===== config.mk =====
export PLATFORM = sky130hd
export DESIGN_NAME = cjb_pipe_reg_chain
export DESIGN_NICKNAME = d
export VERILOG_FILES = /design/src/rtl/cjb_pkg.sv /design/src/rtl/cjb_pipe_stage.sv /design/src/rtl/cjb_pipe_reg_chain.sv
export SDC_FILE = /design/constraint.sdc
export NUM_CORES = 1
export LEC_CHECK = 0
export CORE_UTILIZATION = 48
export DETAILED_ROUTE_END_ITERATION = 12
export GPL_TIMING_DRIVEN = 0
export PLACE_DENSITY = 0.76
export SKIP_LAST_GASP = 1
export SYNTH_ARGS = -nofsm -noshare
export SYNTH_HDL_FRONTEND = slang
export SYNTH_SLANG_ARGS = --single-unit

===== constraint.sdc =====
create_clock -name clock -period 2 [get_ports clock]
set_input_delay 0.4 -clock clock [delete_from_list [all_inputs] [get_ports clock]]
set_output_delay 0.4 -clock clock [all_outputs]
set_load 0.03 [all_outputs]

===== src/rtl/cjb_pkg.sv =====
// Shared constants and helpers for the cjb pipeline register chain.
// Holds default geometry and the occupancy counter width function.
package cjb_pkg;

    localparam int CJB_DEF_WIDTH  = 8;
    localparam int CJB_DEF_STAGES = 3;

    // Bits needed to count 0..stages valid words.
    function automatic int cjb_occ_width(input int stages);
        return $clog2(stages + 1);
    endfunction

endpackage


===== src/rtl/cjb_pipe_stage.sv =====
// One valid/data register stage with ready flowing back upstream.
// A stage accepts when empty or when its word leaves this cycle.
module cjb_pipe_stage
    import cjb_pkg::*;
#(
    parameter int               WIDTH     = CJB_DEF_WIDTH,
    parameter logic [WIDTH-1:0] RESET_VAL = '0
) (
    input  logic             clock,
    input  logic             reset_n,
    input  logic             flush,
    input  logic             up_valid,
    input  logic [WIDTH-1:0] up_data,
    output logic             up_ready,
    input  logic             dn_ready,
    output logic             valid,
    output logic [WIDTH-1:0] data
);

    logic             r_valid;
    logic [WIDTH-1:0] r_data;
    logic             w_ready;
    logic             w_load;

    assign w_ready  = !r_valid || dn_ready;
    assign w_load   = up_valid && w_ready && !flush;
    assign up_ready = w_ready;
    assign valid    = r_valid;
    assign data     = r_data;

    // Valid bit: flush empties, otherwise refill (or drain) when ready.
    always_ff @(posedge clock or negedge reset_n) begin
        if (!reset_n) begin
            r_valid <= 1'b0;
        end else if (flush) begin
            r_valid <= 1'b0;
        end else if (w_ready) begin
            r_valid <= up_valid;
        end
    end

    // Data loads only on a real transfer; it is never cleared.
    always_ff @(posedge clock or negedge reset_n) begin
        if (!reset_n) begin
            r_data <= RESET_VAL;
        end else if (w_load) begin
            r_data <= up_data;
        end
    end

endmodule


===== src/rtl/cjb_pipe_reg_chain.sv =====
// Valid/ready pipeline register chain of STAGES cjb_pipe_stage slices.
// Optional occupancy count port enabled by CJB_PIPE_OCCUPANCY_EN.
module cjb_pipe_reg_chain
    import cjb_pkg::*;
#(
    parameter int               WIDTH     = CJB_DEF_WIDTH,
    parameter int               STAGES    = CJB_DEF_STAGES,
    parameter logic [WIDTH-1:0] RESET_VAL = '0
) (
    input  logic             clock,
    input  logic             reset_n,
    input  logic             flush,
    input  logic             in_valid,
    input  logic [WIDTH-1:0] in_data,
    output logic             in_ready,
    output logic             out_valid,
    output logic [WIDTH-1:0] out_data,
`ifdef CJB_PIPE_OCCUPANCY_EN
    output logic [cjb_occ_width(STAGES)-1:0] occupancy,
`endif
    input  logic             out_ready
);

    logic [STAGES-1:0] w_valid;
    logic [STAGES-1:0] w_ready;
    logic [STAGES-1:0] w_up_valid;
    logic [STAGES-1:0] w_dn_ready;
    logic [WIDTH-1:0]  w_data    [STAGES];
    logic [WIDTH-1:0]  w_up_data [STAGES];

    genvar k;
    generate
        for (k = 0; k < STAGES; k++) begin : g_stage
            if (k == 0) begin : g_head
                assign w_up_valid[k] = in_valid;
                assign w_up_data[k]  = in_data;
            end else begin : g_mid
                assign w_up_valid[k] = w_valid[k-1];
                assign w_up_data[k]  = w_data[k-1];
            end

            if (k == STAGES - 1) begin : g_tail
                assign w_dn_ready[k] = out_ready;
            end else begin : g_link
                assign w_dn_ready[k] = w_ready[k+1];
            end

            cjb_pipe_stage #(
                .WIDTH     (WIDTH),
                .RESET_VAL (RESET_VAL)
            ) u_stage (
                .clock    (clock),
                .reset_n  (reset_n),
                .flush    (flush),
                .up_valid (w_up_valid[k]),
                .up_data  (w_up_data[k]),
                .up_ready (w_ready[k]),
                .dn_ready (w_dn_ready[k]),
                .valid    (w_valid[k]),
                .data     (w_data[k])
            );
        end
    endgenerate

    assign in_ready  = w_ready[0] && !flush;
    assign out_valid = w_valid[STAGES-1];
    assign out_data  = w_data[STAGES-1];

`ifdef CJB_PIPE_OCCUPANCY_EN
    localparam int OCC_W = cjb_occ_width(STAGES);

    logic [OCC_W-1:0] w_occ;

    // Popcount of the stage valid bits.
    always_comb begin
        w_occ = '0;
        for (int i = 0; i < STAGES; i++) begin
            w_occ = w_occ + OCC_W'(w_valid[i]);
        end
    end

    assign occupancy = w_occ;
`endif

endmodule


**Word level (Yosys, flattened, before mapping)**

Index checks and enable logic that the tools add are counted.

- Flip-flop bits (word level): 27
- Input port bits: 13
- Output and inout port bits: 10

- Multiplexer cells: 6
- Reductions and logical operators: 17

Operators with widths:

| operator | number |
|---|---|
| 1-bit logical AND | 7 |
| 1-bit two-way mux | 6 |
| 2-bit nonzero test | 3 |
| 1-bit logical NOT | 4 |
| 1-bit logical OR | 3 |

**Depth between registers and ports, before layout**

Gate-level depths: netlist of the first run.

- Depth after elaboration: 6
- Depth in mapped cells: 4

**By module**

Synthesis of the first run repeated with hierarchy kept, for this count alone.

- Cell total of the unflattened synthesis: 67
- Area, all modules: 1091.0 sq um

By module, submodules not included:

| module | times used | cells an instance | area an instance (sq um) | seq. area each (sq um) |
|---|---|---|---|---|
| cjb_pipe_stage | 3 | 22 | 359.1 | 225.2 |
| cjb_pipe_reg_chain | 1 | 1 | 13.8 | 0.0 |

**Worst setup path after synthesis of the first run**

Ideal clock, no wire load.

- Kind: reg-to-reg
- Start point: reg g_stage[2].u_stage.r_valid
- End point: reg g_stage[2].u_stage.r_data[0]
- Data arrival time: 1535 ps
- Required time: 1875 ps
- Setup slack: 340 ps
- Stages on the path, launching flop included: 5
- Cells stage by stage: dfrtp_1 nor2b_1 or3b_2 buf_2 mux2_2

- Cells in the longest elaborated chain, start to end: 4

Ends and longest elaborated chain:

| what | line | source |
|---|---|---|
| from (decl) | cjb_pipe_stage.sv:20 | `logic r_valid;` |
| from (signal assigned) | cjb_pipe_stage.sv:38 | `r_valid <= up_valid;` |
| 1-bit logical NOT | cjb_pipe_stage.sv:25 | `assign w_ready = !r_valid \|\| dn_ready;` |
| 1-bit logical OR | cjb_pipe_stage.sv:25 |  |
| 1-bit logical AND (2 in series) | cjb_pipe_stage.sv:26 | `assign w_load = up_valid && w_ready && !flush;` |
| to (signal assigned) | cjb_pipe_stage.sv:47 | `r_data <= up_data;` |
| to (decl) | cjb_pipe_stage.sv:21 | `logic [WIDTH-1:0] r_data;` |

No other way between the ends.
A chain may end at the register's enable or synchronous reset.

**Worst setup path in the final report of the first run**

- Start point: in out_ready
- End point: out in_ready

- Cells in the longest elaborated chain, start to end: 4

Ends and longest elaborated chain:

| what | line | source |
|---|---|---|
| from (decl) | cjb_pipe_reg_chain.sv:21 | `input logic out_ready` |
| 1-bit logical OR (3 in series) | cjb_pipe_stage.sv:25 |  |
| 1-bit logical AND | cjb_pipe_reg_chain.sv:65 | `assign in_ready = w_ready[0] && !flush;` |
| to (decl) | cjb_pipe_reg_chain.sv:15 | `output logic in_ready,` |

No other way between the ends.

==> results of run 1 <==
final timing paths:
path | to | depth (start not counted) | start | slack, ns
max | in_ready | 4 | out_ready | 0.21
min | g_stage[1].u_stage.data[0]$_DFFE_PN0P_ | 1 | g_stage[1].u_stage.data[0]$_DFFE_PN0P_ | 0.52
max reg2reg | g_stage[0].u_stage.data[2]$_DFFE_PN0P_ | 4 | g_stage[1].u_stage.valid$_DFFE_PN0P_ | 0.37
min reg2reg | g_stage[1].u_stage.data[0]$_DFFE_PN0P_ | 1 | g_stage[1].u_stage.data[0]$_DFFE_PN0P_ | 0.52
max in group asynchronous | g_stage[1].u_stage.data[6]$_DFFE_PN0P_ | 1 | reset_n | 0.64
min in group asynchronous | g_stage[0].u_stage.data[2]$_DFFE_PN0P_ | 1 | reset_n | 0.69
registers in the layout, indices dropped and copies added (netlist names):
name	count
g_stage.u_stage.data	24
g_stage.u_stage.valid	3
metrics by stage:
| step | total power, mW | setup TNS (ns) | utilization, % | cell area (um^2) | std cells |
|---|---|---|---|---|---|
| CTS | 1.48 | 0 | 66.6 | 1350 | 120 |
| detailed placement | 1.26 | -0.962 | 65.3 | 1320 | 116 |
| floorplan | 1.05 | 0 | - | 1070 | 67 |
| global route | 1.55 | 0 | 66.4 | 1340 | 120 |
| finish | 1.47 | 0 | 66.4 | 1340 | 120 |
| global placement | 1.24 | -0.806 | 65.3 | 1320 | 116 |
synth_stat cells:
master   count
a211o_1      1
a21oi_1      1
and4b_1      1
buf_2        2
buf_4        1
dfrtp_1     27
inv_1        1
mux2_2      16
mux2_4       8
nor2_1       6
nor2b_1      1
or3b_1       1
or3b_2       1
final cells by class:
cell class | count | share of cell area (%)
Sequential cell | 27 | 50.3
Multi-Input combinational cell | 36 | 27.6
Buffer | 3 | 1.30
Tap cell | 27 | 2.52
Inverter | 1 | 0.280
Timing Repair Buffer | 22 | 16.0
Clock buffer | 4 | 1.96
report_power, final:
part,leakage (nW),internal (mW),switching (mW)
Clock,0.0150,0.0779,0.147
Sequential,0.327,0.684,0.0683
Combinational,0.269,0.259,0.229
per-layer routing:
metal | vias to the layer above | track usage [%]
met5 | - | 0
met4 | 0 | 5.88
met3 | 2 | 3.74
met2 | 14 | 29.5
met1 | 298 | 21.1
li1 | 284 | -
cells by family (layout without fill, tap and decap cells):
group / after synthesis / count (layout) / share of synthesized area [%]
AOI/OAI and AO/OA: 2 / 2 / 1.29
buffers and inverters: 4 / 30 / 1.99
DFF: 27 / 27 / 63.3
muxes: 24 / 24 / 28.1
and+or+nand+nor: 10 / 10 / 5.28
==> qor.yml, run 1 <==
p_leak_nw: 0.611
syn_nets: 80
skew_ns: 0.00132
holdWs_ns: 0.517
firstDrtPassIters: 2
clock_latency_ns: 0.31
die_area_mm2: 0.00242
path_cells: "clkdlybuf4s50_1 -> and4b_1 -> nor2_1 -> clkbuf_2"
setup_violations: 0
wl_met3_um: 49
worst_slew_pin_slew_ns: 1.15
vias_per_cell: 4.98
io_pins: 23
slew_violations: 0
syn_area_mm2: 0.00107
rsz0062_at_grt: "false"
synth_top_area_share_pct: 63.3
grt.total_usage_pct: 17.1
io_buffers: 22
ys_seq_area_share_pct: 63.3
cp_max_fo: 3
crit_type: "primary input to output pin"
grt_pass1_wl_mm: 3.03
peakVddDrop_uv: 613
crit_arrival_ns: 1.39
crit_path_start_kind: "primary input"
syn-mean-instance-area_um2: 15.9
die_w_um: 49.2
hold_viol: 0
yosys.area.top_type: "dfrtp_1"
layout_commonest_cell: "dfrtp_1"
numCtsBuffers: 3
clk_root_buffer_cell: "clkbuf_4"
cts_max_level: 1
outcome: "finished clean"
clock_sinks: 27
period_share_pct: 89.6
path_clk_slew_ns: 0.13
ctsLongestPathBuffers: 2
ys_types: 13
critPathTopFamily: "buffers and inverters"
slew-limit-headroom_pct: 22.8
yosysWarningCount: 0
syn_inst: 67
core-area_mm2: 0.00202
grt_pass1_vias: 682
vias: 598
cts_resized: 1
max-cap-violations: 0
nNetsFinal: 107
hold_buffers: 0
drc: 0
synth_seq_cells: 27
routed.top_layer: "met4"
multiInputGateArea_um2: 370
dr_wl_met2_um: 820
wl_met1_um: 762
register_area_um2: 676
core.rowCount: 16
dieHeight_um: 49.2
min_period_ns: 1.79
pre_cts_ws_ns: -0.250
cts_tree: "built"
cp.required_ns: 1.60
ant_nets: 0
cp_slowest_cell: "clkdlybuf4s50_1"
initialDrtViolationCount: 1
cp.buffers_inverters: 2
fin_ws_ns: 0.208
wire_per_inst_um: 13.7
wirelength_mm: 1.65
grt_max_degree: 28
drive_gt1_share_pct: 34.4
area_growth_pct: 25.8
antenna_cells: 0
gp_congestion: 0.710
cp-end-kind: "output pin"
overflow: 0
cellPowerDensity_mw_per_mm2: 1090
fmax_ghz: 0.558
cpPeakStageDelay_ns: 0.47
synth.area.top_cells: "dfrtp_1 63%, mux2_2 17%, mux2_4 11%"
antenna_found_initial: 0
initial_core_util_pct: 52.8
final_cell_mix: "27 x dfrtp_1, 21 x clkdlybuf4s50_1, 16 x mux2_2, 8 x mux2_4, 6 x nor2_1"
fillers: 150
hp-class: "flip-flop to flip-flop"
cts_setup_buffers: 0
No activity file was read; power rests on OpenSTA's default activity.
==> inputs of run 2 (changes only) <==
Clock period 2 ns to 2.02 ns, I/O delays scaled along.
==> results of run 2 <==
Same layout as run 1 (identical final DEF). Status: finished clean.
Among the figures that moved: setup slack after placement -0.250 ns -> -0.238 ns; setup slack after layout 0.208 ns -> 0.220 ns; register-to-register setup slack 0.37 ns -> 0.39 ns; total power 1.47 mW -> 1.45 mW; worst IR drop on VDD 613 uV -> 607 uV
==> inputs of run 3 (changes only) <==
Settings changed: MAX_ROUTING_LAYER from default to met4.
==> run 3 against run 2 <==
Against the previous run: worst hold slack about the same; critical path depth unchanged; clock skew about the same; flip-flop and latch count unchanged.
==> qor.yml, run 3 (synthesized netlist as in run 1, its figures left out) <==
cp_slowest_cell: "clkdlybuf4s50_1"
final_cell_area_mm2: 0.00134  # unchanged
initial_core_util_pct: 52.8  # unchanged
fmax_ghz: 0.556
fin_util_pct: 66.4  # unchanged
overflow: 0  # unchanged
setup_violations: 0  # unchanged
min_period_ns: 1.80
wirelength_mm: 1.65  # +0.12%
finalPower_mw: 1.45
cts_max_level: 1  # unchanged
skew_ns: 0.00134  # +0.0000184 ns
firstDrtPassIters: 2  # unchanged
rsz0062_at_grt: "false"
hp-class: "flip-flop to flip-flop"
crit_path_start_kind: "primary input"
path_cells: "clkdlybuf4s50_1 -> and4b_1 -> nor2_1 -> clkbuf_2"
crit_type: "primary input to output pin"
grt_pass1_wl_mm: 3.03  # unchanged
slew-limit-headroom_pct: 22.7  # -0.12 points
p_leak_nw: 0.611  # unchanged
die_area_mm2: 0.00242  # unchanged
numCtsBuffers: 3  # unchanged
layout_commonest_cell: "dfrtp_1"
cts_setup_buffers: 0  # unchanged
setup_tns_ns: 0  # unchanged
pwr-share-seq_pct: 51.4  # about the same
place_inst: 116  # unchanged
peakVddDrop_uv: 608
worst_slew_pin_slew_ns: 1.16  # +0.00181 ns
grt.total_usage_pct: 17.6  # +0.50 points
cp.required_ns: 1.62
period_share_pct: 89.1
initialDrtViolationCount: 1  # unchanged
die_w_um: 49.2  # unchanged
switching_share_pct: 30.3
pre_cts_ws_ns: -0.238
wire_per_inst_um: 13.8  # +0.12%
hold_viol: 0  # unchanged
io_pins: 23  # unchanged
gp_congestion: 0.718  # +1.1%
crit_arrival_ns: 1.40
dieHeight_um: 49.2  # unchanged
cellPowerDensity_mw_per_mm2: 1080
nNetsFinal: 107  # unchanged
cp_max_fo: 3  # unchanged
antenna_cells: 0  # unchanged
placed_area_mm2: 0.00132  # unchanged
area_growth_pct: 25.8  # unchanged
max-cap-violations: 0  # unchanged
grt_pass1_vias: 680  # -0.29%
layout.cells.non_filler: 120  # unchanged
p_sw_mw: 0.439
vias_per_cell: 4.99  # +0.17%
outcome: "finished clean"
final_cell_mix: "27 x dfrtp_1, 21 x clkdlybuf4s50_1, 16 x mux2_2, 8 x mux2_4, 6 x nor2_1"
ctsLongestPathBuffers: 2  # unchanged
clock_latency_ns: 0.31  # about the same
io_buffers: 22  # unchanged
clock_sinks: 27  # unchanged
intPower_mw: 1.01
core.rowCount: 16  # unchanged
cts_tree: "built"
grt_max_degree: 28  # unchanged
drc: 0  # unchanged
vias: 599  # +0.17%
drive_gt1_share_pct: 34.4  # unchanged
largest_register_ffs: 24  # unchanged
fillers: 150  # unchanged
cp-end-kind: "output pin"
holdWs_ns: 0.517  # -0.0000140 ns
ant_nets: 0  # unchanged
clk_root_buffer_cell: "clkbuf_4"
fin_ws_ns: 0.220
slew_violations: 0  # unchanged
core-area_mm2: 0.00202  # unchanged
path_clk_slew_ns: 0.13  # about the same
cpPeakStageDelay_ns: 0.47  # about the same
hold_buffers: 0  # unchanged
clkPwrFrac_pct: 15.3  # about the same
antenna_found_initial: 0  # unchanged
combPwrFrac_pct: 33.3  # about the same
## run 3: cell counts in the layout (fill, tap and decap cells not counted)
Identical to the previous run, type by type.
## run 3: what timing repair did
action | CTS | global route
resized for setup | 1 | 2
pin swaps | 0 | 0
endpoints found under the setup margin | 1 | 1
## run 3: final timing paths
kind	slack (ns)	start	end	cells after the start
worst max-delay path	0.22	out_ready	in_ready	4
min in group asynchronous	0.69	reset_n	g_stage[0].u_stage.data[2]$_DFFE_PN0P_	1
worst min register to register	0.52	g_stage[1].u_stage.data[0]$_DFFE_PN0P_	g_stage[1].u_stage.data[0]$_DFFE_PN0P_	1
worst min-delay path	0.52	g_stage[1].u_stage.data[0]$_DFFE_PN0P_	g_stage[1].u_stage.data[0]$_DFFE_PN0P_	1
worst max register to register	0.38	g_stage[1].u_stage.valid$_DFFE_PN0P_	g_stage[0].u_stage.data[2]$_DFFE_PN0P_	4
max in group asynchronous	0.65	reset_n	g_stage[1].u_stage.valid$_DFFE_PN0P_	1
## run 3: final cells by class
type | count | area [um^2] | area share [%]
well taps | 27 | 33.8 | 2.52
clock buffers | 4 | 26.3 | 1.96
flip-flops and latches | 27 | 676 | 50.3
inverters | 1 | 3.75 | 0.280
repair buffers | 22 | 215 | 16.0
plain buffers | 3 | 17.5 | 1.30
multi-input cells | 36 | 370 | 27.6
## run 3: worst max-delay path: cells and delay by family
family / cells / cell delay [ns]
buf+inv: 2 / 0.68
simple gates: 2 / 0.31
## run 3: layer usage
metal	GRT usage [%]	share of wire, %	wire length [um]
met1	21.1	46	765
met2	29.5	49	814
met3	3.74	2.8	47
met4	5.88	1.5	24
met5	-	0	0
## run 3: power groups by stage
stage	Combinational (mW)	Clock [mW]	Sequential, mW
after detailed placement	0.490	0	0.761
after CTS	0.491	0.230	0.748
final	0.483	0.222	0.745
after global routing	0.508	0.260	0.769
after global placement	0.479	0	0.751
after floorplan	0.153	0	0.883
